File: src/rtl/alu_request_arbiter.sv
// Round-robin arbiter sharing one external ALU between two requesters.
// Grants are registered into ALU operands; results return with a done pulse.
module alu_request_arbiter #(
    parameter int         N_BITS   = 16,
    parameter logic [2:0] NOP_CODE = 3'b111
) (
    input  logic              clk,
    input  logic              rst,
    input  logic [1:0]        req,
    input  logic [N_BITS-1:0] a0,
    input  logic [N_BITS-1:0] b0,
    input  logic [2:0]        op0,
    input  logic [N_BITS-1:0] a1,
    input  logic [N_BITS-1:0] b1,
    input  logic [2:0]        op1,
    output logic [1:0]        done,
    output logic [1:0]        err,
    output logic [N_BITS-1:0] res0,
    output logic [N_BITS-1:0] res1,
    output logic              ovf0,
    output logic              ovf1,
    output logic              busy,
    output logic [N_BITS-1:0] alu_a,
    output logic [N_BITS-1:0] alu_b,
    output logic [2:0]        alu_op,
    input  logic [N_BITS-1:0] alu_result,
    input  logic              alu_overflow
);

    typedef enum logic [1:0] {
        IDLE = 2'd0,
        EXEC = 2'd1,
        RESP = 2'd2
    } state_t;

    state_t              state_q;
    logic                gnt_q;
    logic                gnt_d;
    logic                last_q;
    logic [1:0]          done_q;
    logic [1:0]          err_q;
    logic [N_BITS-1:0]   res0_q;
    logic [N_BITS-1:0]   res1_q;
    logic                ovf0_q;
    logic                ovf1_q;
    logic [N_BITS-1:0]   alu_a_q;
    logic [N_BITS-1:0]   alu_b_q;
    logic [2:0]          alu_op_q;
    logic [N_BITS-1:0]   sel_a;
    logic [N_BITS-1:0]   sel_b;
    logic [2:0]          sel_op;

    // Pick the winner: a lone requester wins, a tie goes to the one not served last.
    always_comb begin
        gnt_d = 1'b0;
        if (req == 2'b11) begin
            gnt_d = ~last_q;
        end else begin
            gnt_d = req[1];
        end
        sel_a  = gnt_d ? a1  : a0;
        sel_b  = gnt_d ? b1  : b0;
        sel_op = gnt_d ? op1 : op0;
    end

    // Main FSM: grant in IDLE, capture ALU output in EXEC, pulse done in RESP.
    always_ff @(posedge clk) begin
        if (!rst) begin
            state_q  <= IDLE;
            gnt_q    <= 1'b0;
            last_q   <= 1'b1;
            done_q   <= 2'b00;
            err_q    <= 2'b00;
            res0_q   <= '0;
            res1_q   <= '0;
            ovf0_q   <= 1'b0;
            ovf1_q   <= 1'b0;
            alu_a_q  <= '0;
            alu_b_q  <= '0;
            alu_op_q <= NOP_CODE;
        end else begin
            done_q <= 2'b00;
            case (state_q)
                IDLE: begin
                    if (req != 2'b00) begin
                        gnt_q    <= gnt_d;
                        alu_a_q  <= sel_a;
                        alu_b_q  <= sel_b;
                        alu_op_q <= sel_op;
                        if (sel_op == NOP_CODE) begin
                            state_q       <= RESP;
                            done_q[gnt_d] <= 1'b1;
                            err_q[gnt_d]  <= 1'b1;
                        end else begin
                            state_q <= EXEC;
                        end
                    end
                end
                EXEC: begin
                    if (gnt_q) begin
                        res1_q <= alu_result;
                        ovf1_q <= alu_overflow;
                    end else begin
                        res0_q <= alu_result;
                        ovf0_q <= alu_overflow;
                    end
                    err_q[gnt_q]  <= 1'b0;
                    done_q[gnt_q] <= 1'b1;
                    state_q       <= RESP;
                end
                RESP: begin
                    last_q  <= gnt_q;
                    state_q <= IDLE;
                end
                default: begin
                    state_q <= IDLE;
                end
            endcase
        end
    end

    assign done   = done_q;
    assign err    = err_q;
    assign res0   = res0_q;
    assign res1   = res1_q;
    assign ovf0   = ovf0_q;
    assign ovf1   = ovf1_q;
    assign busy   = (state_q != IDLE);
    assign alu_a  = alu_a_q;
    assign alu_b  = alu_b_q;
    assign alu_op = alu_op_q;

endmodule

File: config.mk
export PLATFORM = sky130hd
export DESIGN_NAME = alu_request_arbiter
export DESIGN_NICKNAME = d
export VERILOG_FILES = /design/src/rtl/alu_request_arbiter.sv
export SDC_FILE = /design/constraint.sdc
export NUM_CORES = 1
export LEC_CHECK = 0
export ABC_CLOCK_PERIOD_IN_PS = 3900
export BUFFER_PORTS_ARGS = -buffer_cell sky130_fd_sc_hd__buf_4
export CAP_MARGIN = 20
export CORE_MARGIN = 2
export CORE_UTILIZATION = 50
export CTS_BUF_LIST = sky130_fd_sc_hd__clkbuf_4
export CTS_CLUSTER_DIAMETER = 40
export DETAILED_ROUTE_END_ITERATION = 16
export PLACE_DENSITY_LB_ADDON = 0.12
export SLEW_MARGIN = 20
export SYNTH_ARGS = -nofsm -noshare
export SYNTH_HDL_FRONTEND = slang
export SYNTH_SLANG_ARGS = --single-unit
File: constraint.sdc
create_clock -name clk -period 3.9 [get_ports clk]
set_input_delay 0.39 -clock clk [delete_from_list [all_inputs] [get_ports clk]]
set_output_delay 0.39 -clock clk [all_outputs]
set_load 0.1 [all_outputs]
==> results_dict.tcl <==
set metrics [dict create \
    area_growth_pct 42.6 \
    die_area_um2 6880 \
    worstPathRequired_ns 4.24 \
    postPlaceCellArea_um2 4300 \
    core_area_um2 5960 \
    final_area_um2 4440 \
    synth_flop_cell "dfxtp_1" \
    finalNonFillerCells 578 \
    grt_pass1_vias 2974 \
    fmax_mhz 459 \
    syn_inst 348 \
    die_h_um 82.9 \
    start_util_pct 52.3 \
    hold_ws_ns 0.217 \
    path_clk_slew_ns 0.13 \
    dp_hpwl_um 5930 \
    clock_path_buffers 2 \
    rsz0062_at_grt "no" \
    antenna_found_initial 0 \
    r2r_cells 4 \
    worst_slack_ns 1.72 \
    whs_path_depth 3 \
    clock_latency_ns 0.40 \
    clkSinkCount 77 \
    cts_htree_levels 3 \
    hold_path_class "in2reg" \
    cp.arrival_ns 2.52 \
    routabilityCongestion 0.790 \
    yosysTopAreaCellShare_pct 49.5 \
    dr_total_vias 2957 \
    clockRootBuffer "clkbuf_4" \
    grt_pass1_wl_um 13800 \
    worstReg2RegEnd "done[1]" \
    ant_nets 0 \
    slew_headroom_pct 35.0 \
    p_leak_nw 1.92 \
    rr_startpoint "last_q" \
    synth_area_leaders "dfxtp_1 (49%), nand2_1 (12%), a21boi_1 (8.7%)" \
    drcViolationCount 0 \
    cts_hold_buf 0 \
    row_count 28 \
    viasPerCell 5.12 \
    first_iter_violations 154 \
    cp-end-kind "flip-flop" \
    nets 589 \
    io_pins 165 \
    netlist_area_um2 3110 \
    final_max_slew_viol_count 0 \
    power.density_nw_per_um2 474 \
    finalSetupViolations 0 \
    period_needed_ns 2.18 \
    regArea_um2 1540 \
    place_inst 562 \
    ys_seq_elements 77 \
    hold_viol_final 0 \
    p_total_mw 2.10 \
    skew_ns 0.0108 \
    drive_above_1_share_pct 37.0 \
    final_util_pct 74.6 \
    chipWidth_um 82.9 \
    finalSetupTns_ns 0 \
    synth_edf_count 0 \
    grt_max_degree 76 \
    critical_path.max_fanout 26 \
    gr-total-overflow 0 \
    fillCellCount 459 \
    yosysSeqAreaShare_pct 49.5 \
    ys_types 30 \
    synth.most_common_cell "nand2_1" \
    status "completed" \
    holdPathEnd "alu_a[2]" \
    path_class "reg2reg" \
    reg2reg_setup_slack_ns 1.72 \
    hp-start "a1[2]" \
    synth_nets 439 \
    cap_violations 0 \
    io_buffers 164 \
    multiInputGateArea_um2 1430 \
    worstMarginPinSlew_ns 0.976 \
    cts_made_buffers 9 \
    cts_tree "yes" \
    ys.warnings.count 0 \
    wl_um 8410 \
    startpoint_type "flip-flop" \
    wire_per_inst_um 14.5 \
    synth_top_area_cell "dfxtp_1" \
    period_share_pct 55.9 \
    synth-async-reset-ratio_pct 0 \
    synthTopCellsByCount "nand2_1 (97), dfxtp_1 (77), a21boi_1 (36), a21boi_0 (24), a22oi_1 (24)" \
    dp_slack_ns 1.57 \
    syn_avg_cell_area_um2 8.95 \
    num_antenna_cells 0 \
    dr.pass1.iters 5 \
    cts_setup_buffers 0 \
    grt.total_usage_pct 24.1 \
    cts_resized 0 \
    vdd_drop_max_uv 280 \
]
==> state kept, by name (all words and copies together), names as in the netlist <==
signal	cells
alu_a	16
alu_b	16
res0	16
res1	16
alu_op	3
done	2
err	2
state_q	2
gnt_q	1
last_q	1
ovf0	1
ovf1	1
==> layout by cell type, fill, tap and decap left out, drive strengths merged, types with 2 or more instances in the layout <==
cell type / count
nand2b: 2
a21boi: 61
dfxtp: 77
nor2: 8
a22oi: 24
mux2i: 9
a211oi: 3
buf: 164
clkinvlp: 4
nand2: 97
inv: 2
a21oi: 13
clkbuf: 10
nand3: 2
nor2b: 4
o21ai: 14
==> cells by family after synthesis <==
| logic type | share of synthesized area (%) |
|---|---|
| AOI/OAI and AO/OA | 26.0 |
| DFF | 49.5 |
| buffers and inverters | 4.98 |
| muxes | 2.89 |
| and+or+nand+nor | 16.6 |
==> cell type report <==
type                            count  share of cell area [%]
Tap cell                           75                    2.11
Clock inverter                      6                    1.44
Timing Repair Buffer              164                    27.7
Multi-Input combinational cell    244                    32.1
Inverter                            2                   0.169
Clock buffer                       10                    1.69
Sequential cell                    77                    34.7
==> power breakdown <==
group	internal [mW]	switching [mW]
registers	0.844	0.0348
clock network	0.200	0.280
logic	0.191	0.554
==> critical path, cell delays in order, from the launching register on <==
cell,delay [ns]
dfxtp_1,0.37
a21boi_4,0.47
and2_1,0.83
nand4_1,0.25
a21oi_1,0.19
==> per-layer routing <==
metal  part of all wire [%]  wire length, um  track usage, %  vias up
li1                       -                -               -     1487
met1                     42             3520            29.1     1329
met2                     48             4000            40.2      128
met3                    9.0              757            8.15       13
met4                    1.6              136            8.05        0
met5                      0                0               0        -
==> how the worst max path moves through the flow <==
stage | from | endpoint | cells after the start
global placement | req[0] | done[1] | 5
CTS | last_q | done[1] | 4
floorplan | state_q[1] | alu_a[15] | 7
detailed placement | req[1] | done[1] | 5
global route | last_q | done[1] | 4
finish | last_q | done[1] | 4
Note: power is estimated with default switching activity, not from simulation.
